`src/rtl/keypad_pkg.sv`:
```
// Shared types, widths and row-decode helpers for the 4x4 keypad scanner.
package keypad_pkg;

  localparam int unsigned KEY_W = 4;
  localparam int unsigned IDX_W = 2;
  localparam int unsigned LINES = 4;
  localparam logic [LINES-1:0] ROWS_RELEASED = 4'b1111;

  typedef enum logic [1:0] {
    ST_SCAN     = 2'd0,
    ST_DEBOUNCE = 2'd1,
    ST_HELD     = 2'd2
  } state_t;

  // True when exactly one active-low row is asserted.
  function automatic logic row_single(input logic [LINES-1:0] r);
    logic [LINES-1:0] z;
    z = ~r;
    return (z != '0) && ((z & (z - LINES'(1))) == '0);
  endfunction

  // Index of the lowest asserted row; meaningful only when row_single() holds.
  function automatic logic [IDX_W-1:0] row_index(input logic [LINES-1:0] r);
    logic [IDX_W-1:0] idx;
    idx = '0;
    for (int i = int'(LINES) - 1; i >= 0; i--) begin
      if (!r[i]) idx = IDX_W'(i);
    end
    return idx;
  endfunction

endpackage

```
`src/rtl/keypad_scan_if.sv`:
```
// Keypad matrix lines plus the decoded key stream toward the time-setting logic.
interface keypad_scan_if;
  logic [keypad_pkg::LINES-1:0] row_n;
  logic [keypad_pkg::LINES-1:0] col_n;
  logic [keypad_pkg::KEY_W-1:0] key_code;
  logic                         key_valid;
  logic                         key_held;

  modport master (
    input  row_n,
    output col_n, key_code, key_valid, key_held
  );

  modport slave (
    output row_n,
    input  col_n, key_code, key_valid, key_held
  );
endinterface

```
`src/rtl/keypad_scan_row_sync.sv`:
```
// Two-flop synchronizer for asynchronous active-low keypad rows; resets to idle (all ones).
module row_sync #(
  parameter int unsigned W = 4
) (
  input  logic         clk,
  input  logic         rst_n,
  input  logic [W-1:0] d,
  output logic [W-1:0] q
);

  logic [W-1:0] meta_q;

  always_ff @(posedge clk or negedge rst_n) begin
    if (!rst_n) begin
      meta_q <= '1;
      q      <= '1;
    end else begin
      meta_q <= d;
      q      <= meta_q;
    end
  end

endmodule

```
`src/rtl/keypad_scan.sv`:
```
// 4x4 keypad column scanner with debounce; one key_valid strobe per accepted press.
module keypad_scan
  import keypad_pkg::*;
#(
  parameter int unsigned DWELL    = 4,
  parameter int unsigned DEBOUNCE = 5,
  parameter int unsigned RELEASE  = 5
) (
  input logic          scan_clk,
  input logic          rst_n,
  keypad_scan_if.master kp
);

  localparam int unsigned CNT_W = 4;

  logic [LINES-1:0] row_s;
  state_t           state_q, state_d;
  logic [IDX_W-1:0] col_q, col_d, cand_q, cand_d;
  logic [CNT_W-1:0] dwell_q, dwell_d, deb_q, deb_d, rel_q, rel_d;
  logic [KEY_W-1:0] code_q, code_d;
  logic             valid_q, valid_d, held_q, held_d;
  logic [LINES-1:0] col_n_q, col_n_d;
  logic             sample_ok_c, released_c, accept_c;
  logic [IDX_W-1:0] row_idx_c, acc_row_c, col_next_c;

  row_sync #(.W(LINES)) u_row_sync (
    .clk   (scan_clk),
    .rst_n (rst_n),
    .d     (kp.row_n),
    .q     (row_s)
  );

  assign sample_ok_c = row_single(row_s);
  assign row_idx_c   = row_index(row_s);
  assign released_c  = (row_s == ROWS_RELEASED);
  assign col_next_c  = col_q + IDX_W'(1);

  always_ff @(posedge scan_clk or negedge rst_n) begin
    if (!rst_n) begin
      state_q <= ST_SCAN;
      col_q   <= '0;
      cand_q  <= '0;
      dwell_q <= '0;
      deb_q   <= '0;
      rel_q   <= '0;
      code_q  <= '0;
      valid_q <= 1'b0;
      held_q  <= 1'b0;
      col_n_q <= 4'b1110;
    end else begin
      state_q <= state_d;
      col_q   <= col_d;
      cand_q  <= cand_d;
      dwell_q <= dwell_d;
      deb_q   <= deb_d;
      rel_q   <= rel_d;
      code_q  <= code_d;
      valid_q <= valid_d;
      held_q  <= held_d;
      col_n_q <= col_n_d;
    end
  end

  always_comb begin
    state_d   = state_q;
    col_d     = col_q;
    cand_d    = cand_q;
    dwell_d   = dwell_q;
    deb_d     = deb_q;
    rel_d     = rel_q;
    code_d    = code_q;
    valid_d   = 1'b0;
    held_d    = held_q;
    accept_c  = 1'b0;
    acc_row_c = cand_q;

    unique case (state_q)
      ST_SCAN: begin
        if (dwell_q == CNT_W'(DWELL - 1)) begin
          dwell_d = '0;
          if (sample_ok_c) begin
            cand_d = row_idx_c;
            deb_d  = CNT_W'(1);
            if (DEBOUNCE == 1) begin
              accept_c  = 1'b1;
              acc_row_c = row_idx_c;
            end else begin
              state_d = ST_DEBOUNCE;
            end
          end else begin
            col_d = col_next_c;
          end
        end else begin
          dwell_d = dwell_q + CNT_W'(1);
        end
      end
      ST_DEBOUNCE: begin
        if (sample_ok_c && (row_idx_c == cand_q)) begin
          deb_d = deb_q + CNT_W'(1);
          if (deb_q == CNT_W'(DEBOUNCE - 1)) accept_c = 1'b1;
        end else begin
          state_d = ST_SCAN;
          col_d   = col_next_c;
          dwell_d = '0;
          deb_d   = '0;
        end
      end
      ST_HELD: begin
        // Any non-idle row (bounce or a second key) restarts the release count.
        if (released_c) begin
          if (rel_q == CNT_W'(RELEASE - 1)) begin
            held_d  = 1'b0;
            state_d = ST_SCAN;
            col_d   = col_next_c;
            dwell_d = '0;
            rel_d   = '0;
          end else begin
            rel_d = rel_q + CNT_W'(1);
          end
        end else begin
          rel_d = '0;
        end
      end
      default: begin
        state_d = ST_SCAN;
        dwell_d = '0;
      end
    endcase

    if (accept_c) begin
      state_d = ST_HELD;
      code_d  = {acc_row_c, col_q};
      valid_d = 1'b1;
      held_d  = 1'b1;
      rel_d   = '0;
      deb_d   = '0;
    end

    col_n_d = ~(LINES'(1) << col_d);
  end

  assign kp.col_n     = col_n_q;
  assign kp.key_code  = code_q;
  assign kp.key_valid = valid_q;
  assign kp.key_held  = held_q;

endmodule
```
`src/flat_wrapper.sv`:
```
// flat-port wrapper written by rule: the top's interface ports become plain ports
module keypad_scan_flat import keypad_pkg::*;
#(
  parameter int unsigned DWELL    = 4,
  parameter int unsigned DEBOUNCE = 5,
  parameter int unsigned RELEASE  = 5
)
  (scan_clk, rst_n, kp_row_n, kp_col_n, kp_key_code, kp_key_valid, kp_key_held);
  keypad_scan_if kp_i ();
  input logic scan_clk;
  input logic rst_n;
  input wire logic [$bits(kp_i.row_n)-1:0] kp_row_n;
  output wire logic [$bits(kp_i.col_n)-1:0] kp_col_n;
  output wire logic [$bits(kp_i.key_code)-1:0] kp_key_code;
  output wire logic [$bits(kp_i.key_valid)-1:0] kp_key_valid;
  output wire logic [$bits(kp_i.key_held)-1:0] kp_key_held;
  assign kp_i.row_n = kp_row_n;
  assign kp_col_n = kp_i.col_n;
  assign kp_key_code = kp_i.key_code;
  assign kp_key_valid = kp_i.key_valid;
  assign kp_key_held = kp_i.key_held;
  keypad_scan #(.DWELL(DWELL), .DEBOUNCE(DEBOUNCE), .RELEASE(RELEASE)) u_core (.scan_clk(scan_clk), .rst_n(rst_n), .kp(kp_i));
endmodule
```
`config.mk`:
```
export PLATFORM = sky130hd
export DESIGN_NAME = keypad_scan_flat
export DESIGN_NICKNAME = d
export VERILOG_FILES = /design/src/rtl/keypad_pkg.sv /design/src/rtl/keypad_scan_if.sv /design/src/rtl/keypad_scan_row_sync.sv /design/src/rtl/keypad_scan.sv /design/src/flat_wrapper.sv
export SDC_FILE = /design/constraint.sdc
export NUM_CORES = 1
export LEC_CHECK = 0
export ABC_CLOCK_PERIOD_IN_PS = 2000
export CAP_MARGIN = 20
export CELL_PAD_IN_SITES_DETAIL_PLACEMENT = 0
export CELL_PAD_IN_SITES_GLOBAL_PLACEMENT = 2
export CORE_MARGIN = 2
export CORE_UTILIZATION = 25
export CTS_CLUSTER_DIAMETER = 100
export CTS_CLUSTER_SIZE = 20
export DETAILED_ROUTE_END_ITERATION = 7
export PLACE_DENSITY = 0.59
export SYNTH_ARGS = -nofsm -noshare
export SYNTH_HDL_FRONTEND = slang
export SYNTH_SLANG_ARGS = --single-unit
```
`constraint.sdc`:
```
create_clock -name scan_clk -period 2 [get_ports scan_clk]
set_clock_uncertainty 0.05 [all_clocks]
set_input_delay 0.2 -clock scan_clk [delete_from_list [all_inputs] [get_ports scan_clk]]
set_output_delay 0.2 -clock scan_clk [all_outputs]
set_load 0.02 [all_outputs]
```
* After elaboration in Yosys (flattened, before gate mapping)
Index checks and enable logic that the tools add are counted.
Storage, ports and cells: output and inout port bits 10, register bits 36, input port bits 6, word-level logic and storage cells 89
Operators by class: eq/ne operators 15, bitwise logic cells 3, $add $sub $neg 5, reduce and logical (&&, ||, !) cells 14, shift-type cells 1, mux-type cells 39
Operators with widths (number):
- 2-to-1 mux 4 bit | 12
- 2-to-1 mux 2 bit | 15
- adder 4 x 1 -> 4 bit, second input constant | 3
- inequality test 3 x 1 -> 1 bit, second input constant | 4
- case mux 2 bit (3 select lines) | 2
- case mux 4 bit (3 select lines) | 1
- AND reduction 3 bit | 4
- equality test 4 x 3 -> 1 bit, second input constant | 2
- 2-to-1 mux 1 bit | 8
- NOT 4 bit | 2
- case mux 4 bit (2 select lines) | 1
- nonzero test 2 bit | 3
- AND reduction 5 bit | 1
- AND 4 bit | 1
- equality test 4 x 2 -> 1 bit, second input constant | 1
- equality test 4 bit, second input constant | 1
- logical NOT 4 bit | 1
- inequality test 2 x 1 -> 1 bit, second input constant | 2
- nonzero test 4 bit | 1
- << shifter 1 x 2 -> 4 bit, first input constant | 1
- subtractor 4 x 1 -> 4 bit, second input constant | 1
- inequality test 3 x 2 -> 1 bit, second input constant | 1
- nonzero test 3 bit | 1
- adder 2 x 1 -> 2 bit, second input constant | 1
- 6 further kinds | 7

* Logic depth before layout (Yosys ltp)
Gate-level depths: netlist of the first run.
word-level depth 10, gate-level depth with buffers 8, gate-level depth less buffers 8

* Hierarchy
From an unflattened synthesis of the first run, not the netlist that was laid out.
Second synthesis, totals: cells, all modules 165, area, all modules 1770.4 µm²
Modules (own cells, without submodules):
- keypad_scan | times used 1, area an instance 1560.2 µm², cells each 157, sequential area each 704.4 µm²
- row_sync | times used 1, area an instance 210.2 µm², cells each 8, sequential area each 210.2 µm²

* Worst setup path before layout of the first run
OpenSTA, ideal clock, no wires.
path type register to register, start point reg u_core.u_row_sync.q[1], end point reg u_core.col_n_q[0], in the netlist u_core.kp.col_n[0], clock period less this slack 1903 ps, stages on the path, launching flop included 8, library setup time 129 ps, data arrival time 1724 ps, path slack 97 ps, buffers on the path 1, required time 1821 ps, cell sequence dfstp_2 -> buf_2 -> and4b_1 -> a221o_1 -> o21ai_2 -> nor2_4 -> xnor2_2 -> nand3b_1
On the way: word-level cells in the longest chain between the ends 10, elaborated cells between the ends (all ways) 18, classes of those cells add/sub (1); eq/ne (2); shift (1); mux (7); bitwise (3); reduce/logical (4)
RTL lines:
- start, declared | RTL line keypad_scan_row_sync.sv:8 | output logic [W-1:0] q
- start signal, assigned | RTL line keypad_scan_row_sync.sv:19 | q <= meta_q;
- NOT 4 bit | RTL line keypad_pkg.sv:18 | z = ~r;
- subtractor 4 x 1 -> 4 bit | RTL line keypad_pkg.sv:19 | return (z != '0) && ((z & (z - LINES'(1))) == '0);
- AND 4 bit | RTL line keypad_pkg.sv:19
- logical NOT 4 bit | RTL line keypad_pkg.sv:19
- logical AND 1 bit | RTL line keypad_pkg.sv:19
- 2-to-1 mux 2 bit or logical AND 1 bit (tied branches) | RTL line keypad_scan.sv:81, keypad_scan.sv:98
- 2-to-1 mux 2 bit, on equally long branches | RTL line keypad_scan.sv:79, keypad_scan.sv:98
- case mux 2 bit (3 select lines) (*) | RTL line keypad_scan.sv:77 | unique case (state_q)
- via u_core.col_d[0] | RTL line keypad_scan.sv:18 | logic [IDX_W-1:0] col_q, col_d, cand_q, cand_d;
- << shifter 1 x 2 -> 4 bit (*) | RTL line keypad_scan.sv:139 | col_n_d = ~(LINES'(1) << col_d);
- NOT 4 bit (*) | RTL line keypad_scan.sv:139
- via u_core.col_n_d[0] | RTL line keypad_scan.sv:22 | logic [LINES-1:0] col_n_q, col_n_d;
- end signal, assigned | RTL line keypad_scan.sv:60 | col_n_q <= col_n_d;
- end, declared | RTL line keypad_scan.sv:22
The timed path passes the listed nets; every way through them passes the cells marked *. A chain may end at the register's enable or synchronous reset.

* Final worst setup path of the first run
start point reg u_core.u_row_sync.q[0], end point reg u_core.code_q[1], in the netlist u_core.kp.key_code[1]
On the way: word-level cells in the longest chain between the ends 8, elaborated cells between the ends (all ways) 11, classes of those cells add/sub (1); eq/ne (1); mux (3); bitwise (2); reduce/logical (4)
RTL lines:
- NOT 4 bit | RTL line keypad_pkg.sv:18
- subtractor 4 x 1 -> 4 bit | RTL line keypad_pkg.sv:19
- AND 4 bit | RTL line keypad_pkg.sv:19
- logical NOT 4 bit | RTL line keypad_pkg.sv:19
- logical AND 1 bit | RTL line keypad_pkg.sv:19
- logical AND 1 bit (*) | RTL line keypad_scan.sv:98 | if (sample_ok_c && (row_idx_c == cand_q)) begin
- 2-to-1 mux 1 bit (*) | RTL line keypad_scan.sv:98
- 2-to-1 mux 1 bit (*) | RTL line keypad_scan.sv:77
- end signal, assigned | RTL line keypad_scan.sv:57 | code_q <= code_d;
- end, declared | RTL line keypad_scan.sv:20 | logic [KEY_W-1:0] code_q, code_d;
Every way passes the cells marked *; elsewhere a longest branch is shown, timed or not.

==> impl_metrics.py, run 1 <==
metrics = {
    "setup_path": {
        "slowest_stage": "dfstp_2",
        "slowest_delay_ps": 600,
        "path_buf_inv": 0,
        "worstSetupPathType": "flip-flop to flip-flop",
        "critPathRequiredTime_ps": 2120,
        "start_kind": "flip-flop",
        "crit_path_end_kind": "flip-flop",
        "crit_chain": "nor4bb_1 -> o21a_1 -> o211a_4 -> mux2_2",
        "worst-path-max-fanout": 9,
        "crit_family": "flip-flops",
        "crit_arrival_ps": 2070,
    },
    "floorplan": {
        "dieArea_sq_mm": 0.007692,
        "io_pins": 16,
        "core_sq_mm": 0.006794,
        "start_util": 0.2578,
        "chipWidth_um": 87.71,
        "fp-row-count": 30,
        "fp.dieH_um": 87.71,
    },
    "global_route": {
        "grt_usage": 0.1092,
        "grt_pass1_wl_mm": 6.389,
        "grt_max_degree": 37,
        "grt_overflow": 0,
        "antenna_found_initial": 0,
        "grt_pass1_vias": 1336,
    },
    "routing": {
        "initialDrtViolationCount": 49,
        "dr_total_vias": 1343,
        "routedWlPerCell_um": 13.23,
        "post-route-drc-count": 0,
        "vias_per_cell": 4.507,
        "finalWirelength_mm": 3.944,
        "drt_pre_antenna_iters": 4,
        "antenna_left": 0,
    },
    "run": {
        "drv_cap": 0,
    },
    "clocking": {
        "ctsHtreeMaxLevel": 2,
        "clkTransAtPathRegs_ps": 70,
        "clock-sinks": 36,
        "cts_made_buffers": 5,
        "cts-root-buf": "clkbuf_8",
        "cts_max_path_buffers": 2,
        "cts_hold_buf": 0,
        "clk_latency_ps": 280,
        "cts_tree": "done",
    },
    "finish": {
        "design_area_sq_mm": 0.002280,
        "fin_nets": 212,
        "fin_util": 0.3355,
        "drive_above_1_share": 0.2723,
        "n_antenna_cell": 0,
        "syn2layout_area_growth_pct": 30.14,
        "fillers": 709,
    },
    "timing": {
        "finalHoldViolations": 0,
        "final-setup-viol-count": 0,
        "relSlewSlack": 0.6963,
        "whs_ps": 265.7,
        "rsz0062_at_grt": "yes",
        "period_needed_ps": 1951,
        "period_share": 0.9754,
        "slew_violations": 0,
        "max_freq_mhz": 512.6,
        "tightestPinTransition_ps": 455.6,
    },
    "hold_path": {
        "hold_class": "primary input to flip-flop",
    },
    "logic_synthesis": {
        "synth_edf_count": 0,
        "seq_area_frac_synth": 0.5221,
        "synthesis.area_sq_mm": 0.001752,
        "syn_nets": 176,
        "synth-main-ff-cell": "dfrtp_1",
        "avgSynthCellArea_sq_um": 10.62,
        "yosys_register_bits": 36,
        "ys_async_sr_fraction": 1.000,
        "synthCells": 165,
        "synth.distinct_cells": 47,
        "yosys_warnings": 0,
    },
    "place": {
        "place_hpwl_mm": 2.735,
        "portBuffers": 15,
        "placed_area_sq_mm": 0.002095,
        "routabilityCongestion": 0.7881,
    },
    "pwr": {
        "irDropWorstVdd_mv": 0.2871,
        "cellPowerDensity_mw_per_mm2": 955.7,
        "leakagePower_uw": 0.0009875,
    },
    "outcome": {
        "status": "finished clean",
    },
}
==> power breakdown <==
group	leakage [uW]	internal, uW	switching [uW]
Clock	0.0000515	315	254
Sequential	0.000442	871	122
Combinational	0.000494	310	307
Total	0.000987	1500	683
==> placed cells by master, fill, tap and decap left out, types with 4 or more instances in the layout <==
cell type / Yosys / layout
a21o_1: 4 / 4
a21oi_1: 7 / 7
buf_4: 0 / 17
clkbuf_8: 0 / 7
clkdlybuf4s50_1: 0 / 15
dfrtp_1: 25 / 25
dfstp_2: 11 / 11
ha_1: 5 / 5
inv_1: 5 / 5
mux2_2: 4 / 4
nand2_1: 14 / 14
nand3_1: 9 / 9
nand3b_1: 5 / 5
nor2_1: 9 / 9
nor2b_1: 4 / 4
o21ai_0: 11 / 11
==> state kept, by name, indices dropped and copies added, names as in the netlist <==
register / cells
u_core.kp.key_code: 4
u_core.col_q: 2
u_core.acc_row_c: 2
u_core.deb_q: 4
u_core.rel_q: 4
u_core.state_q: 2
u_core.kp.key_held: 1
u_core.u_row_sync.meta_q: 4
u_core.kp.key_valid: 1
u_core.dwell_q: 4
u_core.kp.col_n: 4
u_core.u_row_sync.q: 4
==> synthesized netlist by cell type (4+ instances only) <==
| cell type | n | area [sq um] |
|---|---|---|
| o21ai_0 | 11 | 55.05 |
| dfrtp_1 | 25 | 625.6 |
| ha_1 | 5 | 62.56 |
| mux2_2 | 4 | 45.04 |
| nand3_1 | 9 | 45.04 |
| nor2_1 | 9 | 33.78 |
| nand3b_1 | 5 | 37.54 |
| a21o_1 | 4 | 30.03 |
| and2_1 | 4 | 25.02 |
| inv_1 | 5 | 18.77 |
| a21oi_1 | 7 | 35.03 |
| nand2_1 | 14 | 52.55 |
| nor2b_1 | 4 | 25.02 |
| nor3_1 | 4 | 20.02 |
| dfstp_2 | 11 | 289.0 |
==> path summary, 6_finish.rpt <==
kind	startpoint	endpoint	slack, ps	cells after the start
max reg2reg	u_core.u_row_sync.q[0]	u_core.kp.key_code[1]	50	4
min reg2reg	u_core.u_row_sync.meta_q[0]	u_core.u_row_sync.q[0]	310	0
max	u_core.u_row_sync.q[0]	u_core.kp.key_code[1]	50	4
min	kp_row_n[1]	u_core.u_row_sync.meta_q[1]	270	1
max in group asynchronous	rst_n	u_core.u_row_sync.meta_q[0]	1260	2
min in group asynchronous	rst_n	u_core.kp.key_code[0]	290	2
==> cells by family after synthesis <==
kind of cell / synth area share
AND/OR/NAND/NOR: 0.2322
AO/OA/AOI/OAI: 0.1436
flip-flops: 0.5221
buffers and inverters: 0.02072
multiplexers: 0.03143
adder cells (fa/ha/maj): 0.03571
XOR/XNOR: 0.01429
==> area by class of cell <==
cell class | instances | area (sq um) | area share
clock buffer | 8 | 100.1 | 0.04391
inverter | 5 | 18.77 | 0.008233
multi-input combinational | 120 | 837.1 | 0.3672
sequential | 36 | 914.6 | 0.4012
timing repair buffer | 33 | 289.0 | 0.1268
tap | 96 | 120.1 | 0.05269
==> per-stage QoR <==
stage | cells | setup TNS (ps) | total power [uW] | worst slack, ps
floorplan | 165 | 0 | 1367 | 96.97
global placement | 284 | 0 | 1581 | 11.71
detailed placement | 284 | -249.1 | 1598 | -54.63
CTS | 294 | -54.94 | 2189 | -15.08
global route | 298 | -133.3 | 2347 | -40.39
finish | 298 | 0 | 2179 | 49.26
==> per-layer routing <==
layer  track usage  vias up  share of wire
li1              -      662              -
met3       0.03205        8          0.037
met5             0        -              0
met2        0.1846       22           0.48
met1        0.1328      651           0.46
met4       0.03776        0          0.023
==> what timing repair did <==
action,4_1_cts,5_1_grt
hold endpoints to repair,0,0
setup endpoints to repair,6,20
resized for setup,1,8
pin swaps,1,7
buffers inserted,2,4
(Power assumes the default switching activity.)
==> run 2, diff against run 1 <==
--- a/config.mk
+++ b/config.mk
@@ -9,12 +9,14 @@
 export CAP_MARGIN = 20
 export CELL_PAD_IN_SITES_DETAIL_PLACEMENT = 0
 export CELL_PAD_IN_SITES_GLOBAL_PLACEMENT = 2
+export CORE_ASPECT_RATIO = 2
 export CORE_MARGIN = 2
-export CORE_UTILIZATION = 25
+export CORE_UTILIZATION = 33
 export CTS_CLUSTER_DIAMETER = 100
 export CTS_CLUSTER_SIZE = 20
 export DETAILED_ROUTE_END_ITERATION = 7
-export PLACE_DENSITY = 0.59
+export PLACE_DENSITY = 0.74
+export REMOVE_ABC_BUFFERS = 1
 export SYNTH_ARGS = -nofsm -noshare
 export SYNTH_HDL_FRONTEND = slang
 export SYNTH_SLANG_ARGS = --single-unit
==> impl_metrics.py, run 2 (same netlist as run 1, synthesis figures left out) <==
metrics = {
    "setup_path": {
        "reg2reg_from": "u_core.u_row_sync.q[2]",
        "critPathRequiredTime_ps": 2130,
        "path_buf_inv": 0,
        "worst-path-max-fanout": 8,
        "rrSetupSlack_ps": 50,
        "worstSetupPathType": "flip-flop to flip-flop",
        "crit_family": "compound AO/OA/AOI/OAI gates",
        "crit_path_end_kind": "flip-flop",
        "start_kind": "flip-flop",
        "slowest_stage": "dfstp_2",
        "slowest_delay_ps": 600,
        "crit_chain": "xor2_1 -> a221o_1 -> a21oi_1 -> or2_1 -> a21o_1 -> a22o_1",
        "worst-r2r-cell-count": 6,
        "rr_endpoint": "u_core.deb_q[3]",
        "crit_arrival_ps": 2080,
        "path_depth": 6,
    },
    "floorplan": {
        "fp-row-count": 37,
        "start_util": 0.3409,
        "dieArea_sq_mm": 0.005942,
        "fp.dieH_um": 107.0,
        "io_pins": 16,
        "chipWidth_um": 55.52,
        "core_sq_mm": 0.005139,
    },
    "timing": {
        "slew_violations": 0,
        "rsz0062_at_grt": "yes",
        "final-setup-viol-count": 0,
        "period_needed_ps": 1948,
        "relSlewSlack": 0.6955,
        "max_freq_mhz": 513.2,
        "period_share": 0.9742,
        "tightestPinTransition_ps": 456.8,
        "finalHoldViolations": 0,
    },
    "global_route": {
        "grt_max_degree": 37,
        "grt_pass1_wl_mm": 6.272,
        "grt_overflow": 0,
        "grt_pass1_vias": 1416,
        "antenna_found_initial": 0,
        "grt_usage": 0.1351,
    },
    "outcome": {
        "status": "finished clean",
    },
    "finish": {
        "fin_nets": 215,
        "n_antenna_cell": 0,
        "fillers": 512,
        "fin_cells": 263,
        "fin_util": 0.4466,
        "drive_above_1_share": 0.2829,
        "final_cell_mix": "dfrtp_1, buf_4, clkdlybuf4s50_1, nand2_1",
        "syn2layout_area_growth_pct": 31.00,
        "layout_commonest_cell": "dfrtp_1",
    },
    "routing": {
        "post-route-drc-count": 0,
        "finalWirelength_mm": 3.776,
        "routedWlPerCell_um": 14.36,
        "drt_pre_antenna_iters": 4,
        "vias_per_cell": 5.202,
        "antenna_left": 0,
        "initialDrtViolationCount": 28,
        "dr_total_vias": 1368,
    },
    "place": {
        "dpl.cell_count": 252,
        "place_hpwl_mm": 2.787,
        "portBuffers": 15,
        "routabilityCongestion": 0.7392,
    },
    "pwr": {
        "cellPowerDensity_mw_per_mm2": 1007,
        "irDropWorstVdd_mv": 0.6635,
        "leakagePower_uw": 0.001018,
    },
    "clocking": {
        "cts_tree": "done",
        "cts-root-buf": "clkbuf_8",
        "clk_latency_ps": 290,
        "cts_made_buffers": 5,
        "cts_max_path_buffers": 2,
        "cts_hold_buf": 0,
        "clkTransAtPathRegs_ps": 70,
        "clock-sinks": 36,
        "ctsHtreeMaxLevel": 2,
    },
    "hold_path": {
        "hold_class": "primary input to async pin",
    },
    "run": {
        "drv_cap": 0,
    },
}
-- run 2: worst max path at each step --
stage | start | end | slack [ps]
5_1_grt | u_core.u_row_sync.q[2] | u_core.deb_q[3] | -50
6_report | u_core.u_row_sync.q[2] | u_core.deb_q[3] | 50
4_1_cts | u_core.u_row_sync.q[1] | u_core.kp.key_code[3] | 10
3_5_place_dp | u_core.u_row_sync.q[1] | u_core.kp.col_n[0] | 10
2_1_floorplan | u_core.u_row_sync.q[3] | u_core.kp.key_code[0] | 100
3_3_place_gp | u_core.u_row_sync.q[1] | u_core.kp.col_n[0] | 50
-- run 2: per-stage QoR --
| step | cell area, sq um | setup TNS (ps) | power, uW | setup WS (ps) | hold slack (ps) |
|---|---|---|---|---|---|
| after floorplan | 1734 | 0 | 1361 | 98.15 | -145.6 |
| after global placement | 2105 | 0 | 1588 | 47.00 | 296.0 |
| final | 2295 | 0 | 2310 | 51.54 | 263.1 |
| after detailed placement | 2105 | 0 | 1612 | 13.74 | 297.0 |
| after global routing | 2295 | -118.0 | 2454 | -51.49 | 258.4 |
| after CTS | 2231 | 0 | 2327 | 11.08 | 258.9 |
-- run 2: area by class of cell --
class / instances / area (sq um) / share of cell area
inverters: 5 / 18.77 / 0.008179
clock buffers: 7 / 96.34 / 0.04198
repair buffers: 36 / 321.6 / 0.1401
clock inverters: 1 / 30.03 / 0.01309
flip-flops and latches: 36 / 914.6 / 0.3986
well taps: 58 / 72.57 / 0.03162
multi-input cells: 120 / 840.8 / 0.3664
-- run 2: per-layer routing --
layer | track usage | share of wire
met1 | 0.1324 | 0.37
met2 | 0.2594 | 0.58
met3 | 0.02654 | 0.023
met4 | 0.06794 | 0.026
met5 | 0 | 0
-- run 2: power breakdown --
group          total [uW]  switching (uW)  internal, uW
clock                 707             267           440
combinational         618             311           307
sequential            985             115           871
-- run 2: repair_timing --
item,4_1_cts,5_1_grt
resized for setup,0,11
setup buffers,0,3
setup endpoints to repair,0,21
